## src/rtl/imem_boot_loader_if.sv

```systemverilog
// Bus bundle between the boot loader and the outside world.
// Carries two groups of signals:
//   - program source read port: src_rd / src_addr out, src_data / src_valid back
//   - instruction memory write port: imem_we / imem_addr / imem_wdata out
// The master modport is the loader side. The slave modport is the
// source + instruction memory side.
interface imem_boot_loader_if #(
  parameter int ADDR_W = 10,
  parameter int DATA_W = 32
) ();

  logic              src_rd;
  logic [ADDR_W-1:0] src_addr;
  logic [DATA_W-1:0] src_data;
  logic              src_valid;
  logic              imem_we;
  logic [ADDR_W-1:0] imem_addr;
  logic [DATA_W-1:0] imem_wdata;

  modport master (
    output src_rd, src_addr, imem_we, imem_addr, imem_wdata,
    input  src_data, src_valid
  );

  modport slave (
    input  src_rd, src_addr, imem_we, imem_addr, imem_wdata,
    output src_data, src_valid
  );

endinterface

```

## src/rtl/imem_boot_loader.sv

```systemverilog
// Boot-time program loader for the risc core.
// After reset it copies PROG_LEN words from the program source into the
// instruction memory. It keeps the core in reset until the copy is
// finished. Once a copy completes, a reload request starts a fresh copy.
// If the source stalls longer than TIMEOUT cycles on one word, the loader
// parks in a sticky error state.
// Ports:
//   clk, rst      rising-edge clock, synchronous active-high reset
//   reload        request a fresh copy; only honoured while the core runs
//   bus           master side of imem_boot_loader_if (source read + imem write)
//   cpu_rst       reset to the core, 1 = held in reset
//   done          copy complete and core running
//   error         source timeout, sticky until rst
//   words_loaded  words written so far in the current copy (reaches PROG_LEN)
module imem_boot_loader #(
  parameter int ADDR_W   = 10,
  parameter int DATA_W   = 32,
  parameter int PROG_LEN = 256,
  parameter int TIMEOUT  = 15
) (
  input  logic                  clk,
  input  logic                  rst,
  input  logic                  reload,
  imem_boot_loader_if.master    bus,
  output logic                  cpu_rst,
  output logic                  done,
  output logic                  error,
  output logic [ADDR_W:0]       words_loaded
);

  localparam int TMR_W = $clog2(TIMEOUT + 1);
  localparam logic [ADDR_W:0]  LAST_CNT  = (ADDR_W+1)'(PROG_LEN);
  localparam logic [TMR_W-1:0] TMR_LIMIT = TMR_W'(TIMEOUT);

  typedef enum logic [2:0] {
    S_IDLE, S_REQ, S_WAIT, S_WRITE, S_RUN, S_ERR
  } state_t;

  state_t            state_q, state_d;
  logic [ADDR_W:0]   cnt_q, cnt_d;
  logic [TMR_W-1:0]  timer_q, timer_d;
  logic [DATA_W-1:0] wdata_q, wdata_d;
  logic [ADDR_W-1:0] src_addr_q, src_addr_d;
  logic [ADDR_W-1:0] imem_addr_q, imem_addr_d;
  logic              src_rd_q, src_rd_d;
  logic              imem_we_q, imem_we_d;
  logic              cpu_rst_q, cpu_rst_d;
  logic              done_q, done_d;
  logic              error_q, error_d;

  // Next-state logic. Every output is registered and decoded from the
  // next state. That way each output lines up with the state it belongs to
  // in the same cycle.
  always_comb begin
    state_d = state_q;
    cnt_d   = cnt_q;
    timer_d = timer_q;
    wdata_d = wdata_q;

    case (state_q)
      S_IDLE: begin
        cnt_d   = '0;
        state_d = S_REQ;
      end
      S_REQ: begin
        timer_d = '0;
        state_d = S_WAIT;
      end
      S_WAIT: begin
        // Data arriving on the threshold cycle still wins over the timeout.
        if (bus.src_valid) begin
          wdata_d = bus.src_data;
          state_d = S_WRITE;
        end else begin
          timer_d = timer_q + TMR_W'(1);
          if (timer_d == TMR_LIMIT) begin
            state_d = S_ERR;
          end
        end
      end
      S_WRITE: begin
        cnt_d   = cnt_q + (ADDR_W+1)'(1);
        state_d = (cnt_d == LAST_CNT) ? S_RUN : S_REQ;
      end
      S_RUN: begin
        if (reload) begin
          cnt_d   = '0;
          state_d = S_REQ;
        end
      end
      S_ERR: begin
        state_d = S_ERR;
      end
      default: begin
        state_d = S_IDLE;
      end
    endcase

    // On entry to WRITE the count has not yet advanced, so cnt_d is the
    // address of the word being written. On entry to REQ it is the next word.
    src_rd_d    = (state_d == S_REQ);
    src_addr_d  = (state_d == S_REQ) ? cnt_d[ADDR_W-1:0] : src_addr_q;
    imem_we_d   = (state_d == S_WRITE);
    imem_addr_d = (state_d == S_WRITE) ? cnt_d[ADDR_W-1:0] : imem_addr_q;
    cpu_rst_d   = (state_d != S_RUN);
    done_d      = (state_d == S_RUN);
    error_d     = (state_d == S_ERR);
  end

  // State and output registers. A reset drops any read still in flight.
  always_ff @(posedge clk) begin
    if (rst) begin
      state_q     <= S_IDLE;
      cnt_q       <= '0;
      timer_q     <= '0;
      wdata_q     <= '0;
      src_addr_q  <= '0;
      imem_addr_q <= '0;
      src_rd_q    <= 1'b0;
      imem_we_q   <= 1'b0;
      cpu_rst_q   <= 1'b1;
      done_q      <= 1'b0;
      error_q     <= 1'b0;
    end else begin
      state_q     <= state_d;
      cnt_q       <= cnt_d;
      timer_q     <= timer_d;
      wdata_q     <= wdata_d;
      src_addr_q  <= src_addr_d;
      imem_addr_q <= imem_addr_d;
      src_rd_q    <= src_rd_d;
      imem_we_q   <= imem_we_d;
      cpu_rst_q   <= cpu_rst_d;
      done_q      <= done_d;
      error_q     <= error_d;
    end
  end

  assign bus.src_rd     = src_rd_q;
  assign bus.src_addr   = src_addr_q;
  assign bus.imem_we    = imem_we_q;
  assign bus.imem_addr  = imem_addr_q;
  assign bus.imem_wdata = wdata_q;
  assign cpu_rst        = cpu_rst_q;
  assign done           = done_q;
  assign error          = error_q;
  assign words_loaded   = cnt_q;

endmodule

```

## src/flat_wrapper.sv

```systemverilog
// flat-port wrapper written by rule: the top's interface ports become plain ports
module imem_boot_loader_flat 
#(
  parameter int ADDR_W   = 10,
  parameter int DATA_W   = 32,
  parameter int PROG_LEN = 256,
  parameter int TIMEOUT  = 15
)
  (clk, rst, reload, cpu_rst, done, error, words_loaded, bus_src_rd, bus_src_addr, bus_imem_we, bus_imem_addr, bus_imem_wdata, bus_src_data, bus_src_valid);
  imem_boot_loader_if #(.ADDR_W(ADDR_W), .DATA_W(DATA_W)) bus_i ();
  input  logic clk;
  input  logic rst;
  input  logic reload;
  output logic cpu_rst;
  output logic done;
  output logic error;
  output logic [ADDR_W:0] words_loaded;
  output wire logic [$bits(bus_i.src_rd)-1:0] bus_src_rd;
  output wire logic [$bits(bus_i.src_addr)-1:0] bus_src_addr;
  output wire logic [$bits(bus_i.imem_we)-1:0] bus_imem_we;
  output wire logic [$bits(bus_i.imem_addr)-1:0] bus_imem_addr;
  output wire logic [$bits(bus_i.imem_wdata)-1:0] bus_imem_wdata;
  input wire logic [$bits(bus_i.src_data)-1:0] bus_src_data;
  input wire logic [$bits(bus_i.src_valid)-1:0] bus_src_valid;
  assign bus_src_rd = bus_i.src_rd;
  assign bus_src_addr = bus_i.src_addr;
  assign bus_imem_we = bus_i.imem_we;
  assign bus_imem_addr = bus_i.imem_addr;
  assign bus_imem_wdata = bus_i.imem_wdata;
  assign bus_i.src_data = bus_src_data;
  assign bus_i.src_valid = bus_src_valid;
  imem_boot_loader #(.ADDR_W(ADDR_W), .DATA_W(DATA_W), .PROG_LEN(PROG_LEN), .TIMEOUT(TIMEOUT)) u_core (.clk(clk), .rst(rst), .reload(reload), .bus(bus_i), .cpu_rst(cpu_rst), .done(done), .error(error), .words_loaded(words_loaded));
endmodule
```

## config.mk

```make
export PLATFORM = sky130hd
export DESIGN_NAME = imem_boot_loader_flat
export DESIGN_NICKNAME = d
export VERILOG_FILES = /design/src/rtl/imem_boot_loader_if.sv /design/src/rtl/imem_boot_loader.sv /design/src/flat_wrapper.sv
export SDC_FILE = /design/constraint.sdc
export NUM_CORES = 1
export LEC_CHECK = 0
export ABC_CLOCK_PERIOD_IN_PS = 2700
export CAP_MARGIN = 25
export CORE_ASPECT_RATIO = 1.25
export CORE_MARGIN = 4
export CORE_UTILIZATION = 46
export DETAILED_ROUTE_END_ITERATION = 8
export PLACE_DENSITY = 0.78
export SLEW_MARGIN = 20
export SYNTH_ARGS = -nofsm -noshare
export SYNTH_HDL_FRONTEND = slang
export SYNTH_SLANG_ARGS = --single-unit
```

## constraint.sdc

```tcl
create_clock -name clk -period 2.7 [get_ports clk]
set_input_delay 0.27 -clock clk [delete_from_list [all_inputs] [get_ports clk]]
set_output_delay 0.27 -clock clk [all_outputs]
set_load 0.1 [all_outputs]
```

==> metrics.txt <==
outcome=finished clean; CTS max path bufs=2; Reg clk slew, reported paths=roughly 80 ps; FF-to-FF End=u_core.bus.src_addr[0]$_SDFFE_PP0N_; Synth Flop Type=dfxtp_1; grt peak-use layer=met2; Post-Synth Simple-Gate Area=25.04%; DR pass1 iterations=4; area leader, netlist=dfxtp_1; R2R depth=7; PwrDens=around 570 mW/mm²; Clock Power Share=about 33%; met2 GRT Util=32.55%; sum of negative setup slack=0 ps; normalized max-slew margin=56.76%; RSZ-0062 raised after global routing=false; via count=~2.9k; Synth Warn #=0; largest family of logic cells by synthesized area=simple AND/OR/NAND/NOR gates; Tot Pwr=2404 µW; initial antenna violation count=0; GP Congestion=about 0.85; clk root buf=clkbuf_8; Die Span X=82.05 µm; register bit total from synthesis=75; GRT Resource Usage Total=19.58%; CTS H-Tree Depth=3; CTS Hold Bufs=0; Worst setup EP type=flip-flop; TritonCTS clock tree=done; combinational power share=roughly a fifth; Inserted Diodes=0; Pint=~1700 µW; clock period minus worst slack=between 2000 and 2500 ps; share of cells above drive strength 1=24.89%; Pleak=0.001711 µW; post-CTS setup buffers=0; Slew @ Worst Pin=646.7 ps; CTS buffer count=9; GR Util met1=23.34%; Post-synth EDFFs=0; final hold violation count=0; global-route wire length before repair=12560 µm; Crit Path Max Fanout=11; Psw=about 750 µW; Starting Density=47.73%; Post-layout nets=slightly above 500; Reg2Reg Setup Slack=approximately 310 ps; Flop pwr share=48.0%; Sw Ratio=31.22%; vias in the first global route=between 2k and 3k; io pins=roughly 100; cts repair resizes=0; WP data arrival=2620 ps; Hold Path End=u_core.bus.src_rd$_SDFF_PP0_; Rows=33; largest net degree at the start of global routing=50; Setup Crit Path Kind=flip-flop to flip-flop; drt drc=0; Yosys top cell area share=47.62%; Slew Limit Fails=0; Mean Syn Cell Area=8.408 µm²; Final ANT Viol Nets=0; post-synthesis cell count=between 300 and 400; Hold Crit Start=rst; overall die height=~100 µm; Routed WL per cell=14.24 µm; grt total ovfl=0; vias per inst=5.121; grt met3 use=6.082%; WP data required=2930 ps; final wirelength=7988 µm; area delta synth->final=34.88%; Area contributors post-synth=dfxtp_1 (48%), nand2_1 (9.5%), a21oi_1 (8.1%), nor2_1 (4.4%), mux2_4 (3.8%); Final setup viols=0; Worst Clk Skew=around 13 ps; Port Buf Inserts=103; die area=a little over 0.008 mm²; sequential area share after synthesis=a little under half; clk sinks=75; synth unique cells=between 40 and 50; Synth Cell Area=0.003153 mm²; Net Count, Synth=414; Adder-Cell Fraction of Synth Area=around 1.2%; Synth Area in Compound Gates=17.30%; core area=0.006606 mm²; Highest Clock Rate=418.1 MHz; reg2reg start=u_core.words_loaded[3]$_SDFF_PP0_; DRT iter0 DRCs=163; Max-Cap Viols=0; mux share of post-synthesis cell area=around 4.2%; top cell types by occurrence after synthesis=nand2_1 (80), dfxtp_1 (75), a21oi_1 (51); Critical Path Source Type=flip-flop; peak supply drop=357.0 µV; most frequent cell after synthesis=nand2_1; WHS Path Cells=2; Tcrit/Tclk final=88.58%; HPWL after DPL=between 5000 and 6000 µm; xor/xnor share of the synthesized area=0.2778%; worst hold path type=input pin to flip-flop; post-synthesis async set-or-reset flop share=0%; Worst-Skew Late Latency=340 ps
-- cell type report --
class | instances | area (µm²)
fill | 589 | 2354
multi-input combinational | 269 | 1514
sequential | 75 | 1513
timing repair buffer | 108 | 905.9
clock buffer | 11 | 151.4
tap | 87 | 108.9
clock inverter | 5 | 37.54
inverter | 6 | 22.52
-- worst max-delay path, cell delays in order, from the launching register on --
cell and delay, ps:
dfxtp_2 440, nand4_4 170, nor3_4 270, or3_2 170, a2111oi_4 70, o32ai_1 350
nand3_2 390, mux2_4 410
-- worst max-delay path by stage --
| stage | cells past startpoint | start | slack [ps] | to |
|---|---|---|---|---|
| 3_5_place_dp | 7 | u_core.words_loaded[3]$_SDFF_PP0_ | 310 | u_core.bus.src_addr[1]$_SDFFE_PP0N_ |
| 4_1_cts | 7 | u_core.words_loaded[3]$_SDFF_PP0_ | 290 | u_core.bus.src_addr[0]$_SDFFE_PP0N_ |
| 2_1_floorplan | 9 | u_core.words_loaded[3]$_SDFF_PP0_ | 100 | u_core.bus.src_addr[0]$_SDFFE_PP0N_ |
| 3_3_place_gp | 7 | u_core.words_loaded[3]$_SDFF_PP0_ | 420 | u_core.bus.src_addr[9]$_SDFFE_PP0N_ |
| 6_report | 7 | u_core.words_loaded[3]$_SDFF_PP0_ | 310 | u_core.bus.src_addr[0]$_SDFFE_PP0N_ |
| 5_1_grt | 8 | u_core.timer_q[0]$_SDFFE_PP0P_ | 100 | u_core.bus.src_addr[0]$_SDFFE_PP0N_ |
-- registers in the layout, summed over array words and instances, names as in the netlist --
signal and flops:
u_core.words_loaded 11, u_core.bus.imem_addr 10, u_core.bus.imem_wdata 32, u_core.bus.imem_we 1, u_core.cpu_rst 1, u_core.state_q 3
u_core.bus.src_rd 1, u_core.error 1, u_core.timer_q 4, u_core.done 1, u_core.bus.src_addr 10
-- logic make-up after synthesis --
group	after synthesis
flip-flops	75
buffers and inverters	31
AO/OA/AOI/OAI	90
adder cells (fa/ha/maj)	3
XOR/XNOR	1
multiplexers	9
AND/OR/NAND/NOR	166
-- power groups by stage --
| stage | clock network, µW | registers (µW) | logic (µW) |
|---|---|---|---|
| 2_1_floorplan | 0 | 1370 | 141 |
| 3_3_place_gp | 0 | 1180 | 449 |
| 3_5_place_dp | 0 | 1180 | 453 |
| 4_1_cts | 816 | 1150 | 454 |
| 5_1_grt | 861 | 1160 | 477 |
| 6_report | 799 | 1150 | 451 |
-- per-stage QoR --
step | hold WS [ps] | utilization (%) | area, µm² | cells | worst slack, ps
after floorplan | 406.0 | - | 3164 | 375 | 97.49
after global placement | 442.0 | 61.52 | 4064 | 545 | 421.8
after detailed placement | 446.6 | 61.52 | 4064 | 545 | 313.3
after CTS | 334.4 | 64.38 | 4253 | 561 | 291.5
after global routing | 370.8 | 64.38 | 4253 | 561 | 95.05
final | 351.9 | 64.38 | 4253 | 561 | 308.4
-- routing by layer --
layer | up-vias | share of wire [%]
li1 | 1454 | -
met1 | 1311 | 43
met2 | 98 | 46
met3 | 10 | 9.7
met4 | 0 | 1.2
met5 | - | 0
-- placed cells by master, fill, tap and decap left out, types with 2 or more instances in the layout --
cell,Yosys,routed
a21oi_1,51,51
o21bai_1,3,3
o21a_1,3,3
a22oi_1,3,3
nor4_1,2,2
nand3b_1,2,2
clkdlybuf4s50_1,0,34
nand3_1,4,4
nor3_1,4,4
dfxtp_1,75,66
and2_1,5,4
a211oi_1,7,7
nor2b_1,14,14
nand2_1,80,80
and2_2,1,2
buf_4,0,72
clkinv_4,0,2
nand2b_1,3,3
a31oi_1,4,4
nor2_1,37,37
mux2_4,8,8
clkinvlp_4,0,2
or3_1,4,4
o21ai_0,11,11
ha_1,3,3
inv_1,6,6
dfxtp_2,0,9
clkbuf_8,0,11
nand3_2,2,2
No activity file was read; power rests on OpenSTA's default activity.
